[config.mk]
export PLATFORM = sky130hd
export DESIGN_NAME = ram_arbiter_2p_flat
export DESIGN_NICKNAME = d
export VERILOG_FILES = /design/src/rtl/ram_arbiter_2p_if.sv /design/src/rtl/ram_arbiter_2p.sv /design/src/flat_wrapper.sv
export SDC_FILE = /design/constraint.sdc
export NUM_CORES = 1
export LEC_CHECK = 0
export ABC_AREA = 1
export CORE_MARGIN = 5
export CORE_UTILIZATION = 40
export DETAILED_ROUTE_END_ITERATION = 7
export HOLD_SLACK_MARGIN = 0.02
export MAX_ROUTING_LAYER = met4
export PLACE_DENSITY_LB_ADDON = 0.1
export SLEW_MARGIN = 20
export SYNTH_ARGS = -nofsm -noshare
export SYNTH_HDL_FRONTEND = slang
export SYNTH_SLANG_ARGS = --single-unit
[constraint.sdc]
create_clock -name clk -period 1.5 [get_ports clk]
set_clock_uncertainty 0.1 [all_clocks]
set_input_delay 0.225 -clock clk [delete_from_list [all_inputs] [get_ports clk]]
set_output_delay 0.225 -clock clk [all_outputs]
set_load 0.005 [all_outputs]
[src/rtl/ram_arbiter_2p_if.sv]
// Two-port requester bundle for ram_arbiter_2p: per-port req/we/addr/wdata in, gnt/rvalid out, shared rdata/busy.
// master = requester side (CPU fetch/execute), slave = arbiter side.
interface ram_arbiter_2p_if;
   logic       req0;
   logic       we0;
   logic [3:0] addr0;
   logic [3:0] wdata0;
   logic       gnt0;
   logic       rvalid0;
   logic       req1;
   logic       we1;
   logic [3:0] addr1;
   logic [3:0] wdata1;
   logic       gnt1;
   logic       rvalid1;
   logic [3:0] rdata;
   logic       busy;

   modport master (
      output req0, we0, addr0, wdata0,
      output req1, we1, addr1, wdata1,
      input  gnt0, rvalid0, gnt1, rvalid1, rdata, busy
   );

   modport slave (
      input  req0, we0, addr0, wdata0,
      input  req1, we1, addr1, wdata1,
      output gnt0, rvalid0, gnt1, rvalid1, rdata, busy
   );
endinterface

[src/rtl/ram_arbiter_2p.sv]
// Shares one synchronous 16x4 RAM between fetch (port 0) and load/store (port 1); gnt 1 cycle after req, rvalid 2 after gnt.
// Requests are held until gnt; one access per 2 cycles under contention, round-robin or fixed priority.
module ram_arbiter_2p #(
   parameter bit FIXED_PRIO = 1'b0
) (
   input  logic        clk,
   input  logic        reset_n,
   ram_arbiter_2p_if.slave bus,
   output logic        mem_csn,
   output logic        mem_rwn,
   output logic [3:0]  mem_addr,
   output logic [3:0]  mem_datain,
   input  logic [3:0]  mem_dataout
);

   typedef enum logic [1:0] {IDLE, ISSUE, DONE} state_t;

   state_t     state, state_nx;
   logic       last, last_nx;
   logic       cur_port, cur_port_nx;
   logic       cur_we, cur_we_nx;
   logic       gnt0_q, gnt0_nx, gnt1_q, gnt1_nx;
   logic       rvalid0_q, rvalid0_nx, rvalid1_q, rvalid1_nx;
   logic [3:0] rdata_q, rdata_nx;
   logic       busy_q, busy_nx;
   logic       csn_nx, rwn_nx;
   logic [3:0] addr_nx, datain_nx;
   logic       any_req, pick1, arb_en;

   // last == 1 means port 1 was served most recently, so port 0 wins the next tie
   always_comb begin
      any_req = bus.req0 | bus.req1;
      if (FIXED_PRIO)
         pick1 = ~bus.req0 & bus.req1;
      else
         pick1 = bus.req1 & (~bus.req0 | ~last);
      arb_en = any_req & ((state == IDLE) | (state == DONE));
   end

   always_ff @(posedge clk or negedge reset_n) begin
      if (!reset_n)
         state <= IDLE;
      else
         state <= state_nx;
   end

   always_comb begin
      state_nx = state;
      case (state)
         IDLE:    state_nx = any_req ? ISSUE : IDLE;
         ISSUE:   state_nx = DONE;
         DONE:    state_nx = any_req ? ISSUE : IDLE;
         default: state_nx = IDLE;
      endcase
   end

   always_comb begin
      gnt0_nx     = 1'b0;
      gnt1_nx     = 1'b0;
      rvalid0_nx  = 1'b0;
      rvalid1_nx  = 1'b0;
      rdata_nx    = rdata_q;
      csn_nx      = 1'b1;
      rwn_nx      = 1'b1;
      addr_nx     = mem_addr;
      datain_nx   = mem_datain;
      last_nx     = last;
      cur_port_nx = cur_port;
      cur_we_nx   = cur_we;
      busy_nx     = (state_nx != IDLE);
      // RAM output is registered, so read data is only valid in DONE
      if (state == DONE && !cur_we) begin
         rdata_nx   = mem_dataout;
         rvalid0_nx = ~cur_port;
         rvalid1_nx = cur_port;
      end
      if (arb_en) begin
         gnt0_nx     = ~pick1;
         gnt1_nx     = pick1;
         csn_nx      = 1'b0;
         rwn_nx      = pick1 ? ~bus.we1 : ~bus.we0;
         addr_nx     = pick1 ? bus.addr1 : bus.addr0;
         datain_nx   = pick1 ? bus.wdata1 : bus.wdata0;
         cur_we_nx   = pick1 ? bus.we1 : bus.we0;
         cur_port_nx = pick1;
         last_nx     = pick1;
      end
   end

   always_ff @(posedge clk or negedge reset_n) begin
      if (!reset_n) begin
         gnt0_q     <= 1'b0;
         gnt1_q     <= 1'b0;
         rvalid0_q  <= 1'b0;
         rvalid1_q  <= 1'b0;
         rdata_q    <= 4'h0;
         busy_q     <= 1'b0;
         mem_csn    <= 1'b1;
         mem_rwn    <= 1'b1;
         mem_addr   <= 4'h0;
         mem_datain <= 4'h0;
         last       <= 1'b1;
         cur_port   <= 1'b0;
         cur_we     <= 1'b0;
      end else begin
         gnt0_q     <= gnt0_nx;
         gnt1_q     <= gnt1_nx;
         rvalid0_q  <= rvalid0_nx;
         rvalid1_q  <= rvalid1_nx;
         rdata_q    <= rdata_nx;
         busy_q     <= busy_nx;
         mem_csn    <= csn_nx;
         mem_rwn    <= rwn_nx;
         mem_addr   <= addr_nx;
         mem_datain <= datain_nx;
         last       <= last_nx;
         cur_port   <= cur_port_nx;
         cur_we     <= cur_we_nx;
      end
   end

   assign bus.gnt0    = gnt0_q;
   assign bus.gnt1    = gnt1_q;
   assign bus.rvalid0 = rvalid0_q;
   assign bus.rvalid1 = rvalid1_q;
   assign bus.rdata   = rdata_q;
   assign bus.busy    = busy_q;

endmodule

[src/flat_wrapper.sv]
// flat-port wrapper written by rule: the top's interface ports become plain ports
module ram_arbiter_2p_flat 
#(
   parameter bit FIXED_PRIO = 1'b0
)
  (clk, reset_n, mem_csn, mem_rwn, mem_addr, mem_datain, mem_dataout, bus_req0, bus_we0, bus_addr0, bus_wdata0, bus_req1, bus_we1, bus_addr1, bus_wdata1, bus_gnt0, bus_rvalid0, bus_gnt1, bus_rvalid1, bus_rdata, bus_busy);
  ram_arbiter_2p_if bus_i ();
  input  logic clk;
  input  logic reset_n;
  output logic mem_csn;
  output logic mem_rwn;
  output logic [3:0] mem_addr;
  output logic [3:0] mem_datain;
  input  logic [3:0] mem_dataout;
  input wire logic [$bits(bus_i.req0)-1:0] bus_req0;
  input wire logic [$bits(bus_i.we0)-1:0] bus_we0;
  input wire logic [$bits(bus_i.addr0)-1:0] bus_addr0;
  input wire logic [$bits(bus_i.wdata0)-1:0] bus_wdata0;
  input wire logic [$bits(bus_i.req1)-1:0] bus_req1;
  input wire logic [$bits(bus_i.we1)-1:0] bus_we1;
  input wire logic [$bits(bus_i.addr1)-1:0] bus_addr1;
  input wire logic [$bits(bus_i.wdata1)-1:0] bus_wdata1;
  output wire logic [$bits(bus_i.gnt0)-1:0] bus_gnt0;
  output wire logic [$bits(bus_i.rvalid0)-1:0] bus_rvalid0;
  output wire logic [$bits(bus_i.gnt1)-1:0] bus_gnt1;
  output wire logic [$bits(bus_i.rvalid1)-1:0] bus_rvalid1;
  output wire logic [$bits(bus_i.rdata)-1:0] bus_rdata;
  output wire logic [$bits(bus_i.busy)-1:0] bus_busy;
  assign bus_i.req0 = bus_req0;
  assign bus_i.we0 = bus_we0;
  assign bus_i.addr0 = bus_addr0;
  assign bus_i.wdata0 = bus_wdata0;
  assign bus_i.req1 = bus_req1;
  assign bus_i.we1 = bus_we1;
  assign bus_i.addr1 = bus_addr1;
  assign bus_i.wdata1 = bus_wdata1;
  assign bus_gnt0 = bus_i.gnt0;
  assign bus_rvalid0 = bus_i.rvalid0;
  assign bus_gnt1 = bus_i.gnt1;
  assign bus_rvalid1 = bus_i.rvalid1;
  assign bus_rdata = bus_i.rdata;
  assign bus_busy = bus_i.busy;
  ram_arbiter_2p #(.FIXED_PRIO(FIXED_PRIO)) u_core (.clk(clk), .reset_n(reset_n), .bus(bus_i), .mem_csn(mem_csn), .mem_rwn(mem_rwn), .mem_addr(mem_addr), .mem_datain(mem_datain), .mem_dataout(mem_dataout));
endmodule
## Word-level counts from Yosys, hierarchy flattened

Index checks and enable logic that the tools add are counted.

| cells by class | value |
|---|---|
| equal/unequal tests | 2 |
| muxes and demuxes | 12 |
| reductions and logical operators | 5 |
| bitwise logic cells | 11 |

Operator list:

| operator | count |
|---|---|
| 2-to-1 mux 1 bit | 9 |
| 2-to-1 mux 4 bit | 2 |
| NOT 1 bit | 6 |
| one-hot mux 2 bit (2 select lines) | 1 |
| bitwise OR 1 bit | 3 |
| bitwise AND 1 bit | 2 |
| == test 2 x 1 -> 1 bit, second input constant | 1 |
| == test 2 bit, second input constant | 1 |
| zero test 2 bit | 1 |
| nonzero test 2 bit | 1 |
| OR reduction 2 bit | 1 |
| logical AND 1 bit | 1 |
| zero test 1 bit | 1 |

| word-level totals | value |
|---|---|
| word-level logic and storage cells | 44 |
| register bits after elaboration | 24 |
| output and inout port bits | 19 |
| input bits | 26 |

## Depth between registers and ports, before layout

| depth | value |
|---|---|
| depth after elaboration | 5 |
| gate-level depth with buffers | 6 |
| depth with buffers taken out | 6 |

## Worst setup path before layout

No wires, ideal clock.

| timing path | value |
|---|---|
| path kind | register to register |
| from | reg u_core.last |
| to | reg u_core.mem_rwn |
| buffers on the path | 1 |
| period minus slack after synthesis | 1.152 ns |
| stages on the path, launching flop included | 7 |
| setup slack | 0.348 ns |
| library setup time | 0.076 ns |
| data required time | 1.324 ns |
| data arrival time | 0.976 ns |
| cells stage by stage | dfstp_2 -> nand2_2 -> nand2_4 -> buf_6 -> nand2_1 -> nand2_1 -> nand2_1 |

| on the way | value |
|---|---|
| word-level cells in the longest chain between the ends | 5 |

Ends and longest elaborated chain:

| what | RTL line | RTL |
|---|---|---|
| start, declared | ram_arbiter_2p.sv:19 | `logic last, last_nx;` |
| start signal, assigned | ram_arbiter_2p.sv:116 | `last <= last_nx;` |
| NOT 1 bit | ram_arbiter_2p.sv:36 | `pick1 = bus.req1 & (~bus.req0 \| ~last);` |
| bitwise OR 1 bit | ram_arbiter_2p.sv:36 |  |
| bitwise AND 1 bit | ram_arbiter_2p.sv:36 |  |
| 2-to-1 mux 1 bit | ram_arbiter_2p.sv:81 | `rwn_nx = pick1 ? ~bus.we1 : ~bus.we0;` |
| 2-to-1 mux 1 bit | ram_arbiter_2p.sv:77 | `if (arb_en) begin` |
| named net u_core.rwn_nx | ram_arbiter_2p.sv:26 | `logic csn_nx, rwn_nx;` |
| end signal, assigned | ram_arbiter_2p.sv:113 | `mem_rwn <= rwn_nx;` |
| end, declared | ram_arbiter_2p.sv:10 | `output logic mem_rwn,` |

The timed path passes the listed nets, and every way through them passes these cells.
A chain may end at the register's enable or synchronous reset.

## Worst setup path after layout

| timing path | value |
|---|---|
| from | reg u_core.mem_rwn |
| to | out mem_rwn |

RTL lines:

| what | RTL line | RTL |
|---|---|---|
| end, declared | flat_wrapper.sv:11 | `output logic mem_rwn;` |

No word-level cell between the ends.

==> summary.txt <==
Pwr
  – Leak Pwr: 0.804 nW
  – Clock power share: 18.9%
  – Int Pwr: 1.27 mW
  – Net Sw Frac: 27.9%
  – Max VDD drop: ~0.70 mV
  – Sw Pwr: 491 uW
  – Cell Pwr Density: around 1100 nW/um^2
  – Sequential power share: 49.3%
  – Comb pwr share: a little under a third

Hold path
  – Hold Path Class: in2async

Setup path
  – R2R Setup Slk: 240 ps
  – CP endpoint kind: output pin
  – Crit-path cells: dlygate4sd2_1
  – CP Class: reg2out
  – Slowest-stage cell, CP: dfstp_2
  – Slowest stage delay, CP: 540 ps
  – CP endpoint: mem_rwn
  – Crit path buffers/inverters: 1
  – R2r endpoint: u_core.mem_addr[0]$_DFFE_PN0P_
  – Reg2reg start: u_core.state[0]$_DFF_PN0_
  – Crit path max fanout: 1
  – Crit path max-delay family: flip-flops
  – WP depth: 1
  – Worst setup SP type: flop
  – CP required: 1170 ps
  – CP startpoint: u_core.mem_rwn$_DFF_PN1_
  – R2R depth: 5
  – Critical Path AT: 1060 ps

GRT
  – GR Overflow Total: 0
  – Vias in the first global route: 908
  – GR Layer Usage met1: 20.2%
  – Largest net degree at the start of global routing: 25
  – Gr busiest metal: met2
  – GR Util met2: 23.3%
  – Met3 GRT Util: 2.59%
  – Antenna violations before repair: 0
  – First-pass GRT wire length: 4020 microns
  – Gr usage total: 14.8%

Yosys
  – Yosys top cell area share: between 50 and 60%
  – Area leader, netlist: dfrtp_1
  – Top post-synthesis cells by count: dfrtp_1, nand2_1, nand3_1
  – EDFF count, synth: 0
  – Top-count cell post-synth: dfrtp_1
  – Syn Nets: 126
  – Asr flop ratio synth: 100%
  – Fraction of the yosys area taken by sequential cells: 61.1%
  – Synthesized area: 990 sq um
  – Ys flop type: dfrtp_1
  – Flops & latches, synth: 24
  – Synth cell types: 17
  – Ys Warns: 0
  – Syn Inst Count: 100
  – Area contributors post-synth: dfrtp_1, nand3_1, dfstp_2
  – Avg Cell Area, Syn: between 9 and 10 sq um

STA
  – RSZ-0062 raised after global routing: false
  – Fin crit period: around 1400 ps
  – Final hold violation count: 0
  – Max-slew violations: 0
  – Final setup viols: 0
  – Worst-Margin Slew: 288 ps
  – Sum of negative setup slack: 0 ps
  – Tcrit/Tclk final: 92.5%
  – Worst slew margin: 80.8%
  – Max Freq: 0.720 GHz
  – PnR worst setup slack: 112 ps

Final layout
  – Area occupied by multi-input gates: ~320 sq um
  – Ant diodes: 0
  – Fillers: around 210
  – Share of layout cells above drive strength 1: 15.7%
  – Area grow syn2layout: 56.0%
  – Layout Nets: 180
  – Reg area: 604 sq um
  – Final core occ: 63.5%

Route
  – WL final: 2350 microns
  – Via count: around 900
  – Via/cell ratio: 4.91
  – Starting DRT DRC Count: 17
  – DRT antenna net count: 0
  – DRC viols: 0
  – First drt pass iteration count: 4
  – Drt wl/cell: 12.8 microns

Die
  – Initial Util: about two fifths
  – Std-Cell Rows: 18
  – Core area: about 2400 sq um
  – Die area: around 3600 sq um
  – DIE WIDTH: 59.7 microns
  – # IOs: 45
  – Die Y-Extent: ~60 microns

Clocking
  – Root buf cell: clkbuf_4
  – Hold buffer count at CTS: 0
  – H-tree depth: 1
  – Clk Latency, worst-skew pair: 300 ps
  – Number of CTS-inserted buffers: 3
  – Bufs on Longest Clock Path: 2
  – CTS sink count: 24
  – TritonCTS clock tree: built
  – Worst-path clk slew: 130 ps

Outcome
  – Status: complete, no violations

Place
  – GP Congestion: 0.797
  – Worst slack at placement: 4.57 ps
  – Port Buf Inserts: 44
  – Post-DP HPWL: ~1700 microns

Job
  – Maxcap violations: 0
[per-layer routing]
metal	vias to the layer above	routed length, microns	part of all wire, %
li1	443	-	-
met1	425	1020	43
met2	28	1170	50
met3	2	150	6.4
met4	0	6	0.26
met5	-	0	0
[what timing repair did]
item,4_1_cts,5_1_grt
setup endpoints to repair,15,4
pin swaps,0,0
gates resized for setup,15,4
buffers inserted,5,0
endpoints found under the hold margin,0,0
[cells in the final DEF (no fill, tap or decap)]
| master | synthesis | layout |
|---|---|---|
| buf_12 | 0 | 1 |
| buf_4 | 3 | 9 |
| clkbuf_4 | 0 | 3 |
| clkbuf_8 | 0 | 1 |
| clkdlybuf4s50_1 | 0 | 25 |
| dfrtp_1 | 21 | 21 |
| dfstp_2 | 3 | 3 |
| dlygate4sd2_1 | 0 | 15 |
| dlymetal6s2s_1 | 0 | 4 |
| inv_1 | 7 | 7 |
| inv_2 | 1 | 1 |
| nand2_1 | 19 | 19 |
| nand2_2 | 1 | 1 |
| nand2_4 | 1 | 1 |
| nand3_1 | 18 | 18 |
| nand3b_2 | 1 | 1 |
| nand4_1 | 9 | 9 |
| nor2_1 | 5 | 5 |
| nor2_2 | 2 | 2 |
| o21ai_0 | 6 | 6 |
| o21ai_2 | 1 | 1 |
[metrics by stage]
stage               instance area [sq um]  hold WS (ps)  std cells  total power, mW
CTS                                  1530           154        183             1.79
detailed placement                   1480           324        174             1.48
global route                         1540           162        183             1.88
finish                               1540           149        183             1.76
global placement                     1480           317        174             1.47
floorplan                             990          -171        100             1.09
[kinds of logic (layout without fill, tap and decap cells)]
group / after synthesis / count (layout) / share of synthesized area [%]
compound gates: 7 / 7 / 3.92
flops: 24 / 24 / 61.1
buf+inv: 13 / 66 / 6.95
simple gates: 56 / 56 / 28.1
[power by group through the flow]
stage / Clock [mW] / Sequential (mW) / Combinational (mW)
after floorplan: 0 / 0.894 / 0.198
after global placement: 0 / 0.882 / 0.584
after detailed placement: 0 / 0.887 / 0.595
after CTS: 0.344 / 0.869 / 0.572
after global routing: 0.367 / 0.891 / 0.626
final: 0.333 / 0.867 / 0.559
[flip-flops by register name (all words and copies together), names as in the netlist, 2 cells and up]
name,count
u_core.bus.rdata,4
u_core.mem_addr,4
u_core.mem_datain,4
u_core.state,2
[how the worst min path moves through the flow]
| stage | start | to | slack [ps] | cells after the start |
|---|---|---|---|---|
| after floorplan | reset_n | u_core.bus.busy$_DFF_PN0_ | -170 | 0 |
| after global placement | u_core.cur_port$_DFFE_PN0P_ | u_core.bus.rvalid0$_DFF_PN0_ | 320 | 1 |
| after detailed placement | u_core.cur_port$_DFFE_PN0P_ | u_core.bus.rvalid0$_DFF_PN0_ | 320 | 1 |
| after CTS | reset_n | u_core.bus.rvalid1$_DFF_PN0_ | 150 | 2 |
| after global routing | reset_n | u_core.bus.rdata[3]$_DFFE_PN0P_ | 160 | 2 |
| final | reset_n | u_core.bus.rvalid0$_DFF_PN0_ | 150 | 2 |
[cell type report]
class | count | area share, %
Clock buffer | 4 | 2.35
Inverter | 8 | 1.94
Multi-Input combinational cell | 63 | 20.5
Sequential cell | 24 | 39.1
Tap cell | 30 | 2.43
Timing Repair Buffer | 54 | 33.6
(Power assumes the default switching activity.)
